--- src/rtl/sine_pkg.sv ---
// Shared types and default sizing for the sine generator phase path.
package sine_pkg;

  // Default Clk cycles per sample strobe (50 MHz system clock -> 1 MHz samples).
  localparam int DEF_DIV     = 50;
  localparam int DEF_FCW_W   = 8;
  localparam int DEF_ACC_W   = 16;
  localparam int DEF_PHASE_W = 10;

  typedef enum logic [1:0] {
    IDLE = 2'd0,
    RUN  = 2'd1,
    STOP = 2'd2
  } state_t;

endpackage

--- src/rtl/sine_tick_gen.sv ---
// Sample-rate divider: counts 0..DIV-1 while enabled and raises a registered
// one-cycle tick after the terminal count. tick_pre is the same condition one
// cycle early, so the consumer can update its registers on the edge that raises tick.
module sine_tick_gen
  import sine_pkg::*;
#(
  parameter int DIV = DEF_DIV
) (
  input  logic Clk,
  input  logic ResetN,
  input  logic en,
  input  logic clr,
  output logic tick_pre,
  output logic tick
);

  // A one-bit counter is kept for DIV=1 so the terminal count is always hit.
  localparam int CNT_W = (DIV > 1) ? $clog2(DIV) : 1;
  localparam logic [CNT_W-1:0] CNT_MAX = CNT_W'(DIV - 1);

  logic [CNT_W-1:0] count;

  assign tick_pre = en && (count == CNT_MAX);

  // Divider counter and registered tick; count is parked at 0 when cleared.
  always_ff @(posedge Clk or negedge ResetN) begin
    if (!ResetN) begin
      count <= '0;
      tick  <= 1'b0;
    end else begin
      tick <= tick_pre;
      if (clr) begin
        count <= '0;
      end else if (en) begin
        if (count == CNT_MAX) count <= '0;
        else                  count <= count + 1'b1;
      end
    end
  end

endmodule

--- src/rtl/sine_phase_nco.sv ---
// Phase source for the sine generator. Produces a one-cycle sample strobe every
// DIV Clk cycles and advances a phase accumulator by the active frequency word
// on each strobe. New frequency words only take effect at a phase wrap (or while
// the active word is zero), and a stop request always finishes the current period.
//
//  state | meaning
//  ------+------------------------------------------------------------
//  IDLE  | no strobes, acc and phase parked at 0, waiting for run
//  RUN   | strobing and accumulating
//  STOP  | still accumulating; returns to IDLE at the next carry (or
//        | on a strobe with a zero active word), back to RUN if run returns
module sine_phase_nco
  import sine_pkg::*;
#(
  parameter int DIV     = DEF_DIV,
  parameter int FCW_W   = DEF_FCW_W,
  parameter int ACC_W   = DEF_ACC_W,
  parameter int PHASE_W = DEF_PHASE_W
) (
  input  logic               Clk,
  input  logic               ResetN,
  input  logic               run,
  input  logic [FCW_W-1:0]   fcw,
  output logic [PHASE_W-1:0] phase,
  output logic               sample_en,
  output logic               wrap,
  output logic               busy
);

  state_t             state;
  logic [ACC_W-1:0]   acc;
  logic [FCW_W-1:0]   fcw_act;
  logic [ACC_W:0]     sum;
  logic               carry;
  logic               fcw_zero;
  logic               strobe;

  // Zero-extended add with the carry kept as the top bit.
  assign sum      = {1'b0, acc} + {{(ACC_W + 1 - FCW_W){1'b0}}, fcw_act};
  assign carry    = sum[ACC_W];
  assign fcw_zero = (fcw_act == '0);

  sine_tick_gen #(
    .DIV (DIV)
  ) u_tick (
    .Clk      (Clk),
    .ResetN   (ResetN),
    .en       (state != IDLE),
    .clr      (state == IDLE),
    .tick_pre (strobe),
    .tick     (sample_en)
  );

  // Sequencer, accumulator and active-word register; phase/wrap land on the
  // same edge that raises sample_en. Exit to IDLE takes priority over run.
  always_ff @(posedge Clk or negedge ResetN) begin
    if (!ResetN) begin
      state   <= IDLE;
      acc     <= '0;
      fcw_act <= '0;
      phase   <= '0;
      wrap    <= 1'b0;
      busy    <= 1'b0;
    end else begin
      wrap <= 1'b0;
      if (strobe) begin
        acc   <= sum[ACC_W-1:0];
        phase <= sum[ACC_W-1 -: PHASE_W];
        wrap  <= carry;
        if (carry || fcw_zero) fcw_act <= fcw;
      end
      case (state)
        IDLE: begin
          if (run) begin
            state   <= RUN;
            busy    <= 1'b1;
            acc     <= '0;
            phase   <= '0;
            fcw_act <= fcw;
          end
        end
        RUN: begin
          if (!run) state <= STOP;
        end
        STOP: begin
          if (strobe && (carry || fcw_zero)) begin
            state <= IDLE;
            busy  <= 1'b0;
            acc   <= '0;
            phase <= '0;
          end else if (run) begin
            state <= RUN;
          end
        end
        default: begin
          state <= IDLE;
          busy  <= 1'b0;
        end
      endcase
    end
  end

endmodule
--- config.mk ---
export PLATFORM = sky130hd
export DESIGN_NAME = sine_phase_nco
export DESIGN_NICKNAME = d
export VERILOG_FILES = /design/src/rtl/sine_pkg.sv /design/src/rtl/sine_tick_gen.sv /design/src/rtl/sine_phase_nco.sv
export SDC_FILE = /design/constraint.sdc
export NUM_CORES = 1
export LEC_CHECK = 0
export CAP_MARGIN = 40
export CORE_ASPECT_RATIO = 1.4
export CORE_UTILIZATION = 52
export DETAILED_ROUTE_END_ITERATION = 6
export PLACE_DENSITY = 0.76
export SKIP_LAST_GASP = 1
export SLEW_MARGIN = 30
export SYNTH_ARGS = -nofsm -noshare
export SYNTH_HDL_FRONTEND = slang
export SYNTH_SLANG_ARGS = --single-unit
--- constraint.sdc ---
create_clock -name Clk -period 2.7 [get_ports Clk]
set_clock_uncertainty 0.2 [all_clocks]
set_input_delay 0.27 -clock Clk [delete_from_list [all_inputs] [get_ports Clk]]
set_output_delay 0.27 -clock Clk [all_outputs]
set_load 0.01 [all_outputs]
# ---- After elaboration in Yosys (flattened, before gate mapping)
# Cells that the tools add are included.
dict set report classes {
  n_addsub 2
  n_eq_ne 6
  n_mux 23
  bitwise_logic 1
  n_reduce_logical 8
}
# cell count
set op_table {}
lappend op_table {{16-bit two-way mux} 3}
lappend op_table {{8-bit two-way mux} 4}
lappend op_table {{16-bit one-hot mux with 2 select lines} 1}
lappend op_table {{10-bit two-way mux} 3}
lappend op_table {{10-bit one-hot mux with 2 select lines} 1}
lappend op_table {{6-bit two-way mux} 3}
lappend op_table {{16-bit by 8-bit adder with 17-bit output} 1}
lappend op_table {{8-bit logical NOT} 1}
lappend op_table {{6-bit by 1-bit adder with 6-bit output, second input constant} 1}
lappend op_table {{6-bit equality test, second input constant} 1}
lappend op_table {{2-bit two-way mux} 3}
lappend op_table {{2-bit != test, second input constant} 3}
lappend op_table {{2-bit one-hot mux with 3 select lines} 1}
lappend op_table {{2-bit nonzero test} 2}
lappend op_table {{1-bit two-way mux} 3}
lappend op_table {{1-bit one-hot mux with 3 select lines} 1}
lappend op_table {{3-bit AND reduction} 1}
lappend op_table {{2-bit by 1-bit equality test with 1-bit output, second input constant} 1}
lappend op_table {{2-bit equality test, second input constant} 1}
lappend op_table {{1-bit logical AND} 2}
lappend op_table {{2-bit logical NOT} 1}
lappend op_table {{1-bit logical OR} 1}
lappend op_table {{1-bit inverter} 1}
dict set report totals {
  regBits 45
  input_bits 11
  out_inout_bits 13
  wordCells 48
}

# ---- Longest topological paths before layout
# Gate-level depths: netlist of the first run.
dict set report logic_depth {
  word_depth 6
  mapped_depth 9
  ltp_nobuf 8
}

# ---- Cells and area by module
# Synthesis of the first run repeated with hierarchy kept, for this count alone.
dict set report hier_totals {
  cells_unflattened 261
  area_unflattened_um2 2616.3
}
# module instances cells_each area_per_inst_um2 seq_area_each_um2
set by_module_without_submodules {}
lappend by_module_without_submodules {sine_phase_nco 1 217 2182.1 950.9}
lappend by_module_without_submodules {sine_tick_gen 1 44 434.2 175.2}

# ---- Worst setup path after synthesis of the first run
# OpenSTA, ideal clock, no wires.
dict set report synth_path {
  kind {reg2reg}
  start {register fcw_act[0]}
  end {register fcw_act[1]}
  setup_time_ns 0.127
  arrival_ns 2.252
  required_ns 2.373
  path_slack_ns 0.120
  path_stages_with_launch 9
  n_path_buf 0
  period_less_slack_ns 2.580
  cell_sequence {dfrtp_1 ha_1 inv_1 fa_1 or2b_1 a21oi_4 a2111oi_4 a211oi_4 mux2_1}
}
dict set report synth_between {
  elab_chain_len 6
  elab_cells_between_ends 7
  cone_classes {add/sub (1); mux (4); reduce/logical (2)}
}
# item line_no
set synth_rtl {}
lappend synth_rtl {{from (decl)} sine_phase_nco.sv:32} ;# logic [FCW_W-1:0] fcw_act;
lappend synth_rtl {{from (signal assigned)} sine_phase_nco.sv:70} ;# if (carry || fcw_zero) fcw_act <= fcw;
lappend synth_rtl {{from (signal assigned)} sine_phase_nco.sv:79} ;# fcw_act <= fcw;
lappend synth_rtl {{16-bit by 8-bit adder with 17-bit output / 8-bit logical NOT (equally long branches)} {sine_phase_nco.sv:39, sine_phase_nco.sv:41}}
lappend synth_rtl {{1-bit logical OR (*)} sine_phase_nco.sv:70}
lappend synth_rtl {{8-bit two-way mux (*)} sine_phase_nco.sv:70}
lappend synth_rtl {{8-bit two-way mux (*)} sine_phase_nco.sv:66} ;# if (strobe) begin
lappend synth_rtl {{8-bit two-way mux} sine_phase_nco.sv:74} ;# if (run) begin
lappend synth_rtl {{8-bit two-way mux (*)} sine_phase_nco.sv:72} ;# case (state)
# Every way passes the cells marked *; elsewhere a longest branch is shown, timed or not.
# A chain may end at the register's enable or synchronous reset.

# ---- Final worst setup path of the first run
dict set report layout_path {
  start {register fcw_act[0]}
  end {register fcw_act[6]}
}
# The elaborated chain is that of the path after synthesis.

==> results of run 1 <==
==> layout make-up <==
type | count | area, um2 | area share (%)
Sequential cell | 45 | 1130 | 36.7
Clock buffer | 7 | 86.3 | 2.81
Multi-Input combinational cell | 199 | 1380 | 45.0
Timing Repair Buffer | 37 | 373 | 12.1
Inverter | 7 | 26.3 | 0.855
Tap cell | 62 | 77.6 | 2.53
==> cells by family (layout without fill, tap and decap cells) <==
logic type               after synthesis  after routing  synth area share [%]
AND/OR/NAND/NOR                       91             91                  19.7
AO/OA/AOI/OAI                         79             79                  21.2
adder cells (fa/ha/maj)               11             11                  5.65
buffers and inverters                 16             51                  2.63
flip-flops                            45             45                  43.9
XOR/XNOR                               9              9                  3.07
multiplexers                           9              9                  3.85
==> state kept, by name (all words and copies together) (netlist names) <==
name          flops
acc              16
busy              1
fcw_act           8
phase            10
state             2
u_tick.count      6
u_tick.tick       1
wrap              1
==> critical path: cells and delay by family (launching register included) <==
kind	cells	cell delay [ns]
AOI/OAI and AO/OA	3	0.55
adders and majority gates	2	0.52
DFF	1	0.37
muxes	1	0.32
and+or+nand+nor	1	0.29
buffers and inverters	2	0.21
==> cells in the final DEF, fill, tap and decap left out, types with 5 or more instances in the layout <==
| cell type | netlist | routed |
|---|---|---|
| buf_4 | 0 | 11 |
| mux2_1 | 7 | 7 |
| nand2_1 | 23 | 23 |
| xor2_1 | 5 | 5 |
| ha_1 | 10 | 9 |
| clkdlybuf4s50_1 | 0 | 22 |
| clkbuf_8 | 0 | 6 |
| a31oi_1 | 8 | 8 |
| or3_1 | 6 | 6 |
| o21ai_0 | 10 | 10 |
| inv_1 | 6 | 6 |
| nand3_1 | 7 | 7 |
| dfrtp_1 | 45 | 45 |
| a211oi_1 | 6 | 6 |
| o31ai_1 | 6 | 6 |
| a21oi_1 | 22 | 22 |
| o22ai_1 | 8 | 8 |
| or4_1 | 6 | 6 |
| nor2_1 | 21 | 21 |
==> worst max path at each step <==
| stage | start | end | slack (ns) | depth (start not counted) |
|---|---|---|---|---|
| after detailed placement | fcw_act[0] | fcw_act[6] | 0.02 | 8 |
| final | fcw_act[0] | fcw_act[6] | 0.11 | 9 |
| after CTS | fcw_act[0] | fcw_act[1] | 0.005 | 8 |
| after global routing | fcw_act[0] | fcw_act[7] | 0.006 | 9 |
| after global placement | fcw_act[0] | fcw_act[7] | 0.1 | 8 |
| after floorplan | fcw_act[0] | fcw_act[1] | 0.12 | 8 |
==> power breakdown <==
part | total, mW | leakage (nW) | switching, mW | internal [mW]
sequential | 1.06 | 0.588 | 0.196 | 0.866
clock | 0.414 | 0.0443 | 0.211 | 0.203
combinational | 1.19 | 0.685 | 0.650 | 0.537
total | 2.66 | 1.32 | 1.06 | 1.61
==> per-layer routing <==
metal	track usage [%]	wire length, um	share of wire, %	vias to the layer above
met2	40.3	2870	52	48
li1	-	-	-	1037
met1	28.5	2310	42	1020
met4	7.07	152	2.8	0
met3	3.81	187	3.4	15
met5	0	0	0	-
==> per-stage QoR <==
step	cells	cell area, um2
5_1_grt	357	3070
3_5_place_dp	346	2930
3_3_place_gp	346	2930
4_1_cts	354	3030
6_report	357	3070
2_1_floorplan	260	2570
==> what timing repair did <==
item	CTS	global route
setup buffers	0	3
resized for setup	0	3
setup endpoints to repair	0	11
hold buffers	1	0
hold endpoints to repair	45	0
==> run_results.csv, run 1 <==
group,metric,value,unit
status,status,"finished, final reports clean",
yosys,synth.avg_cell_area,9.87,um2
sta,slew_headroom,62.9,%
power_and_ir_drop,ir_worst_vdd,535,uV
floorplanning,die-area,0.00523,mm2
clock_network,cts-buffers-inserted,5,
critical_path,reg2reg_slack,0.11,ns
critical_path,reg2reg_from,"fcw_act[0]",
floorplanning,ios,24,
sta,finalSetupTns,0,ns
route,vias_per_cell,5.94,
worst_hold_path,min_path_type,"input port to async pin",
critical_path,crit_chain,"ha_2, inv_1, fa_2, or2b_4, a21oi_4, a2111oi_4, a211oi_4, buf_12, mux2_1",
critical_path,crit_slowest_cell,"dfrtp_1",
route,firstDrtPassIters,4,
sta,period_share,95.7,%
yosys,ys_seq_area_share,43.9,%
global_route,overflow,0,
critical_path,reg2reg_to,"fcw_act[6]",
clock_network,clkLatencyLatePin,0.30,ns
finish,syn2layout_area_growth,19.6,%
route,drc,0,
sta,worst_slack,0.115,ns
yosys,synth_edf_count,0,
floorplanning,num_rows,29,
route,totalWireLength,5510,um
place,routabilityCongestion,0.868,
power_and_ir_drop,static-leakage-power,1.32,nW
clock_network,cts_tree,"built",
clock_network,clk_path_buf_depth,2,
power_and_ir_drop,powerDensity,867,mW/mm2
critical_path,r2r_cells,9,
critical_path,crit_path_end_kind,"flip-flop",
yosys,synth_common_cells,"dfrtp_1, nand2_1, a21oi_1",
yosys,syn_nets,282,
finish,n_antenna_cell,0,
yosys,synth_area_leaders,"dfrtp_1, ha_1, a21oi_1",
route,vias,2120,
yosys,ys_types,56,
critical_path,slowest_delay,0.37,ns
sta,fmax,0.387,GHz
clock_network,path_clk_slew,0.08,ns
sta,setup_viol,0,
sta,hold_viol,0,
sta,min_period,2.59,ns
yosys,syn_inst,260,
floorplanning,core-area,0.00464,mm2
sta,drv_slew,0,
critical_path,crit_arrival,2.56,ns
route,wl_per_cell,15.4,um
place,dp_hpwl,3980,um
finish,layout.nets,317,
floorplanning,die_x,61.4,um
power_and_ir_drop,power.total,2.66,mW
finish,fillers,421,
critical_path,worst-setup-path-type,"flip-flop to flip-flop",
clock_network,ctsRootBufferMaster,"clkbuf_8",
yosys,synth_warnings,0,
yosys,synth_async_sr_flop_share,100,%
critical_path,critPathMaxFanout,8,
global_route,antenna_found_initial,0,
global_route,grt_usage,23.2,%
route,drt_iter0_drc,87,
sta,tightestPinTransition,0.557,ns
global_route,grt_max_degree,46,
critical_path,cp-start-kind,"flip-flop",
place,place_ws,0.0160,ns
global_route,grt_pass1_vias,1992,
finish,final_util,66.1,%
floorplanning,die_y,85.1,um
critical_path,cp.required,2.67,ns
clock_network,cts_max_level,2,
route,antenna_left,0,
yosys,ys_ff_latch,45,
yosys,synth_top_cell_area_share,43.9,%
global_route,grt_pass1_wl,9160,um
flow_run,max-cap-violations,0,
finish,drive_gt1_share,12.9,%
yosys,synth-main-ff-cell,"dfrtp_1",
yosys,synth_most_common_cell,"dfrtp_1",
sta,rsz0062_at_grt,"false",
clock_network,clock-sinks,45,
place,portBuffers,23,
yosys,syn-cell-area,0.00257,mm2
yosys,yosysTopAreaCell,"dfrtp_1",
floorplanning,start_util,55.3,%
sta,hold_ws,0.300,ns
(Power assumes the default switching activity.)
==> run 2: changes to the inputs <==
--- a/config.mk
+++ b/config.mk
@@ -11,7 +11,7 @@
 export DETAILED_ROUTE_END_ITERATION = 6
 export PLACE_DENSITY = 0.76
 export SKIP_LAST_GASP = 1
-export SLEW_MARGIN = 30
+export SLEW_MARGIN = 20
 export SYNTH_ARGS = -nofsm -noshare
 export SYNTH_HDL_FRONTEND = slang
 export SYNTH_SLANG_ARGS = --single-unit
==> run 2 against run 1 <==
Compared with the run above: global-route usage fell by 0.15 points; first-iteration DRC count rose by 2.3%; die area did not move; power rose by 1.9%; non-clock buffer count did not move; via count rose by 0.85%; hold slack got worse by 0.021 ns; wire length rose by 0.47%; maximum frequency fell by 0.45%; setup slack got worse by 0.012 ns; count of clock-buffer cells in the layout did not move.
==> run_results.csv, run 2 (synthesis gave the netlist of run 1 again) <==
group,metric,value,unit
finish,mostFrequentLayoutCells,"dfrtp_1, nand2_1, a21oi_1, clkdlybuf4s50_1, nor2_1",
clock_network,cts_max_level,2,
finish,final_common_cell,"dfrtp_1",
finish,final_util,66.8,%
floorplanning,die_y,85.1,um
finish,drive_gt1_share,13.5,%
global_route,grt_pass1_wl,9100,um
finish,finalNonFillerCells,358,
clock_network,cts_tree,"built",
finish,fillers,404,
sta,finalSetupTns,0,ns
power_and_ir_drop,power.total,2.71,mW
finish,seqCellArea,0.00113,mm2
sta,setup_viol,0,
status,status,"finished, final reports clean",
worst_hold_path,min_path_type,"input port to async pin",
sta,min_period,2.60,ns
floorplanning,die_x,61.4,um
critical_path,crit_path_end_kind,"flip-flop",
global_route,grt_pass1_vias,2015,
place,dp_hpwl,4080,um
finish,layout.nets,317,
sta,hold_ws,0.279,ns
critical_path,critPathMaxFanout,8,
sta,period_share,96.2,%
critical_path,slowest_delay,0.37,ns
floorplanning,die-area,0.00523,mm2
global_route,overflow,0,
sta,slew_headroom,65.7,%
sta,worst_slack,0.103,ns
clock_network,cts-buffers-inserted,5,
finish,n_antenna_cell,0,
floorplanning,start_util,55.3,%
floorplanning,num_rows,29,
place,portBuffers,23,
route,totalWireLength,5540,um
route,antenna_left,0,
critical_path,crit_arrival,2.58,ns
sta,hold_viol,0,
critical_path,path_delay_family,"adder cells",
critical_path,crit_chain,"ha_2, inv_1, fa_2, or2b_4, a21oi_4, a2111oi_4, a211oi_4, buf_12, mux2_1",
route,firstDrtPassIters,4,
finish,multiInputGateArea,0.00138,mm2
clock_network,ctsRootBufferMaster,"clkbuf_8",
route,vias_per_cell,5.97,
power_and_ir_drop,ir_worst_vdd,620,uV
global_route,grt_usage,23.0,%
finish,final_area,0.00310,mm2
finish,syn2layout_area_growth,20.9,%
sta,tightestPinTransition,0.515,ns
power_and_ir_drop,powerDensity,874,mW/mm2
route,drt_iter0_drc,89,
route,vias,2138,
place,post_dp_cell_area,0.00296,mm2
critical_path,crit_slowest_cell,"dfrtp_1",
clock_network,path_clk_slew,0.08,ns
global_route,grt_max_degree,25,
sta,drv_slew,0,
place,place_ws,0.0164,ns
place,numPlacedInstances,347,
sta,fmax,0.385,GHz
floorplanning,ios,24,
clock_network,clock-sinks,45,
finish,regMostFlops,"acc",
route,drc,0,
critical_path,worst-setup-path-type,"flip-flop to flip-flop",
power_and_ir_drop,static-leakage-power,1.33,nW
route,wl_per_cell,15.5,um
critical_path,path_buf_inv,2,
clock_network,clk_path_buf_depth,2,
place,routabilityCongestion,0.868,
global_route,antenna_found_initial,0,
flow_run,max-cap-violations,0,
finish,largest_reg_flops,16,
critical_path,cp.required,2.68,ns
clock_network,clkLatencyLatePin,0.30,ns
floorplanning,core-area,0.00464,mm2
finish,top_regs,"acc (16), phase (10), fcw_act (8)",
critical_path,cp-start-kind,"flip-flop",
## run 2: cell count changes in the layout (fill, tap and decap cells not counted)
cell,delta
buf_4,-2
buf_2,+1
clkinv_2,+1
clkbuf_1,-1
clkbuf_8,+1
buf_16,+1
## run 2: worst register-to-register path, delay by kind of cell (launching register included)
family,cells,cell delay (ns)
fa+ha+maj,2,0.54
flops,1,0.37
mux,1,0.32
compound gates,3,0.54
buf+inv,2,0.22
simple gates,1,0.29
## run 2: path summary, 6_finish.rpt
kind,start,end,slack (ns),cells past startpoint
max reg2reg,fcw_act[0],fcw_act[6],0.10,9
min reg2reg,u_tick.count[0],u_tick.count[0],0.30,1
min,ResetN,phase[0],0.28,2
max,fcw_act[0],fcw_act[6],0.10,9
min in group Clk,u_tick.count[0],u_tick.count[0],0.30,1
max in group asynchronous,ResetN,acc[2],1.53,3
## run 2: final cells by class
class	count	area share [%]
Multi-Input combinational cell	199	44.5
Inverter	7	0.846
Sequential cell	45	36.3
Clock inverter	1	0.161
Clock buffer	7	3.10
Tap cell	62	2.50
Timing Repair Buffer	37	12.6
## run 2: what timing repair did
item                                    CTS  global route
gates resized for setup                   0             3
buffers inserted                          0             2
endpoints found under the hold margin    21             0
hold buffers                              1             0
endpoints found under the setup margin    0             8
## run 2: metal layers
metal  GRT usage, %  part of all wire, %  routed length, um
met1           28.1                   41               2280
met4           9.29                  2.7                147
met5              0                    0                  0
met3           3.96                  3.4                186
met2           39.0                   53               2930
## run 2: where the power goes
group          leakage, nW  total, mW  internal, mW  switching [mW]
clock               0.0542      0.452         0.231           0.220
sequential           0.588       1.06         0.866           0.193
combinational        0.692       1.20         0.542           0.662
total                 1.33       2.71          1.64            1.08
==> patch: new RTL, settings of run 2 <==
`DEF_FCW_W`: 8 -> 10.
--- a/src/rtl/sine_pkg.sv
+++ b/src/rtl/sine_pkg.sv
@@ -5,3 +5,3 @@
   localparam int DEF_DIV     = 50;
-  localparam int DEF_FCW_W   = 8;
+  localparam int DEF_FCW_W   = 10;
   localparam int DEF_ACC_W   = 16;
Ports: changed (resized fcw); port bits go from 24 to 26. The function was not compared with the original's and may differ.
==> patch against run 2 <==
- sequential cell count up 2
- count of clock-buffer cells in the layout stayed put
- die area rose by 3.5%
- area after synthesis is 3.6% higher
- design area increased by 0.56%
- first-iteration DRC count decreased by 21%
- wire length is 8.1% lower
- setup slack improved by 0.0026 ns
Power is not compared: it rests on default switching activity, and its combinational part moved more than twofold at a synthesized area within 25%.
==> patch: results (changes against run 2) <==
| Metric | Value |
|---|---|
| M1 GR Usage | `25.7% (was 28.1%)` |
| Status | `complete, no violations (unchanged)` |
| Overall routed net length | `5090 um (was 5540 um)` |
| Total track usage | `21.2% (was 23.0%)` |
| Synth top area cells | `dfrtp_1 (44%), ha_1 (5.6%), nand2_1 (4.0%) (was dfrtp_1 (44%), ha_1 (4.9%), a21oi_1 (4.3%))` |
| Post-synth top cells | `dfrtp_1 (47), nand2_1 (28), nor2_1 (23), a21oi_1 (19) (was dfrtp_1 (45), nand2_1 (23), a21oi_1 (22), nor2_1 (21))` |
| Largest registers | `acc (16), fcw_act (10), phase (10) (was acc (16), phase (10), fcw_act (8))` |
| Cell Area, Placed | `3000 um2 (was 2960 um2)` |
| DP Wirelength | `3700 um (was 4080 um)` |
| Hold Crit Class | `primary input to asynchronous set/reset pin (unchanged)` |
| Syn_nets | `290 (was 282)` |
| Slew @ Worst Pin | `0.451 ns (was 0.515 ns)` |
| Worst-path maximum fanout | `26 (was 8)` |
| First-pass GRT wire length | `8960 um (was 9100 um)` |
| Hold_ws | `0.196 ns (was 0.279 ns)` |
| Net Sw Frac | `between 20 and 30%` |
| GP Congestion | `0.802 (was 0.868)` |
| Netlist cell types | `48 (was 56)` |
| Post-Synthesis Cell Area | `2660 um2 (was 2570 um2)` |
| Syn avg cell area | `10.1 um2 (was 9.87 um2)` |
| R2r setup slk | `0.11 ns` |
| Placed cell count | `353 (was 347)` |
| Worst-path clk slew | `0.09 ns` |
| Initial antenna violation count | `0 (unchanged)` |
| Fillers | `425 (was 404)` |
| Layout cells sized above 1 | `13.0% (was 13.5%)` |
| M3 GR Usage | `3.95% (was 3.96%)` |
| Finished Layout Cells | `363 (was 358)` |
| Post-synthesis sequential area ratio | `44.2% (was 43.9%)` |
| PortBufs | `25 (was 23)` |
| Met2 Usage GRT | `36.3% (was 39.0%)` |
| Lkg Pwr | `about 1.4 nW` |
| Via count | `1996 (was 2138)` |
| DR iter-0 viols | `70 (was 89)` |
| Inserted Clock Buffers | `5 (unchanged)` |
| Largest net degree at the start of global routing | `34 (was 25)` |
| Worst-skew pair later-pin latency | `0.30 ns (about the same)` |
| YS warnings | `0 (unchanged)` |
| Layout Nets | `324 (was 317)` |
==> patch: power by group through the flow <==
| stage | clock network, mW | registers [mW] | logic [mW] |
|---|---|---|---|
| after floorplan | 0 | 0.811 | 0.196 |
| after global placement | 0 | 0.830 | 0.272 |
| after detailed placement | 0 | 0.832 | 0.277 |
| after CTS | 0.482 | 0.818 | 0.281 |
| after global routing | 0.509 | 0.826 | 0.321 |
| final | 0.460 | 0.817 | 0.282 |
==> patch: critical path: stages, from the launching register on <==
cell and delay, ns:
dfrtp_1 0.38, ha_1 0.18, inv_1 0.06, fa_1 0.41, nor2b_1 0.16, o211ai_1 0.14
a21oi_4 0.28, o211ai_4 0.12, a211oi_4 0.26, buf_12 0.22, a21oi_1 0.06
==> patch: repair_timing <==
action                                  4_1_cts  5_1_grt
resized for setup                             0        1
endpoints found under the setup margin        0        1
setup buffers                                 0        1
hold endpoints to repair                     14        0
hold buffers                                  1        0
==> patch: cell type report <==
type	instances	area share [%]
Sequential cell	47	37.7
Tap cell	64	2.57
Timing Repair Buffer	34	10.5
Clock inverter	1	0.240
Multi-Input combinational cell	202	44.6
Inverter	8	1.36
Clock buffer	7	3.09
==> patch: layer usage <==
layer  share of wire [%]  routed length [um]
met1                  43                2210
met2                  52                2660
met3                 2.3                 115
met4                 2.0                 100
met5                   0                   0
==> patch: cells by family after synthesis <==
| family | synth area share (%) |
|---|---|
| AOI/OAI and AO/OA | 21.8 |
| adders and majority gates | 6.40 |
| and+or+nand+nor | 16.1 |
| DFF | 44.2 |
| xor gates and xnor gates | 6.26 |
| buffers and inverters | 3.57 |
| muxes | 1.69 |
==> patch: path summary, 6_finish.rpt <==
| check | startpoint | endpoint | cells after the start |
|---|---|---|---|
| worst max register to register | fcw_act[0] | phase[3] | 10 |
| worst min-delay path | ResetN | acc[14] | 2 |
| worst min register to register | u_tick.count[0] | u_tick.count[0] | 1 |
| worst max-delay path | fcw_act[0] | phase[3] | 10 |
| min in group Clk | u_tick.count[0] | u_tick.count[0] | 1 |
| max in group asynchronous | ResetN | acc[3] | 3 |
==> patch: through the flow <==
stage	utilization [%]	total power, mW	setup WS, ns
6_report	64.0	1.56	0.106
5_1_grt	64.0	1.66	-0.00931
4_1_cts	63.8	1.58	0.0674
3_5_place_dp	61.4	1.11	0.102
3_3_place_gp	61.4	1.10	0.188
2_1_floorplan	-	1.01	0.185
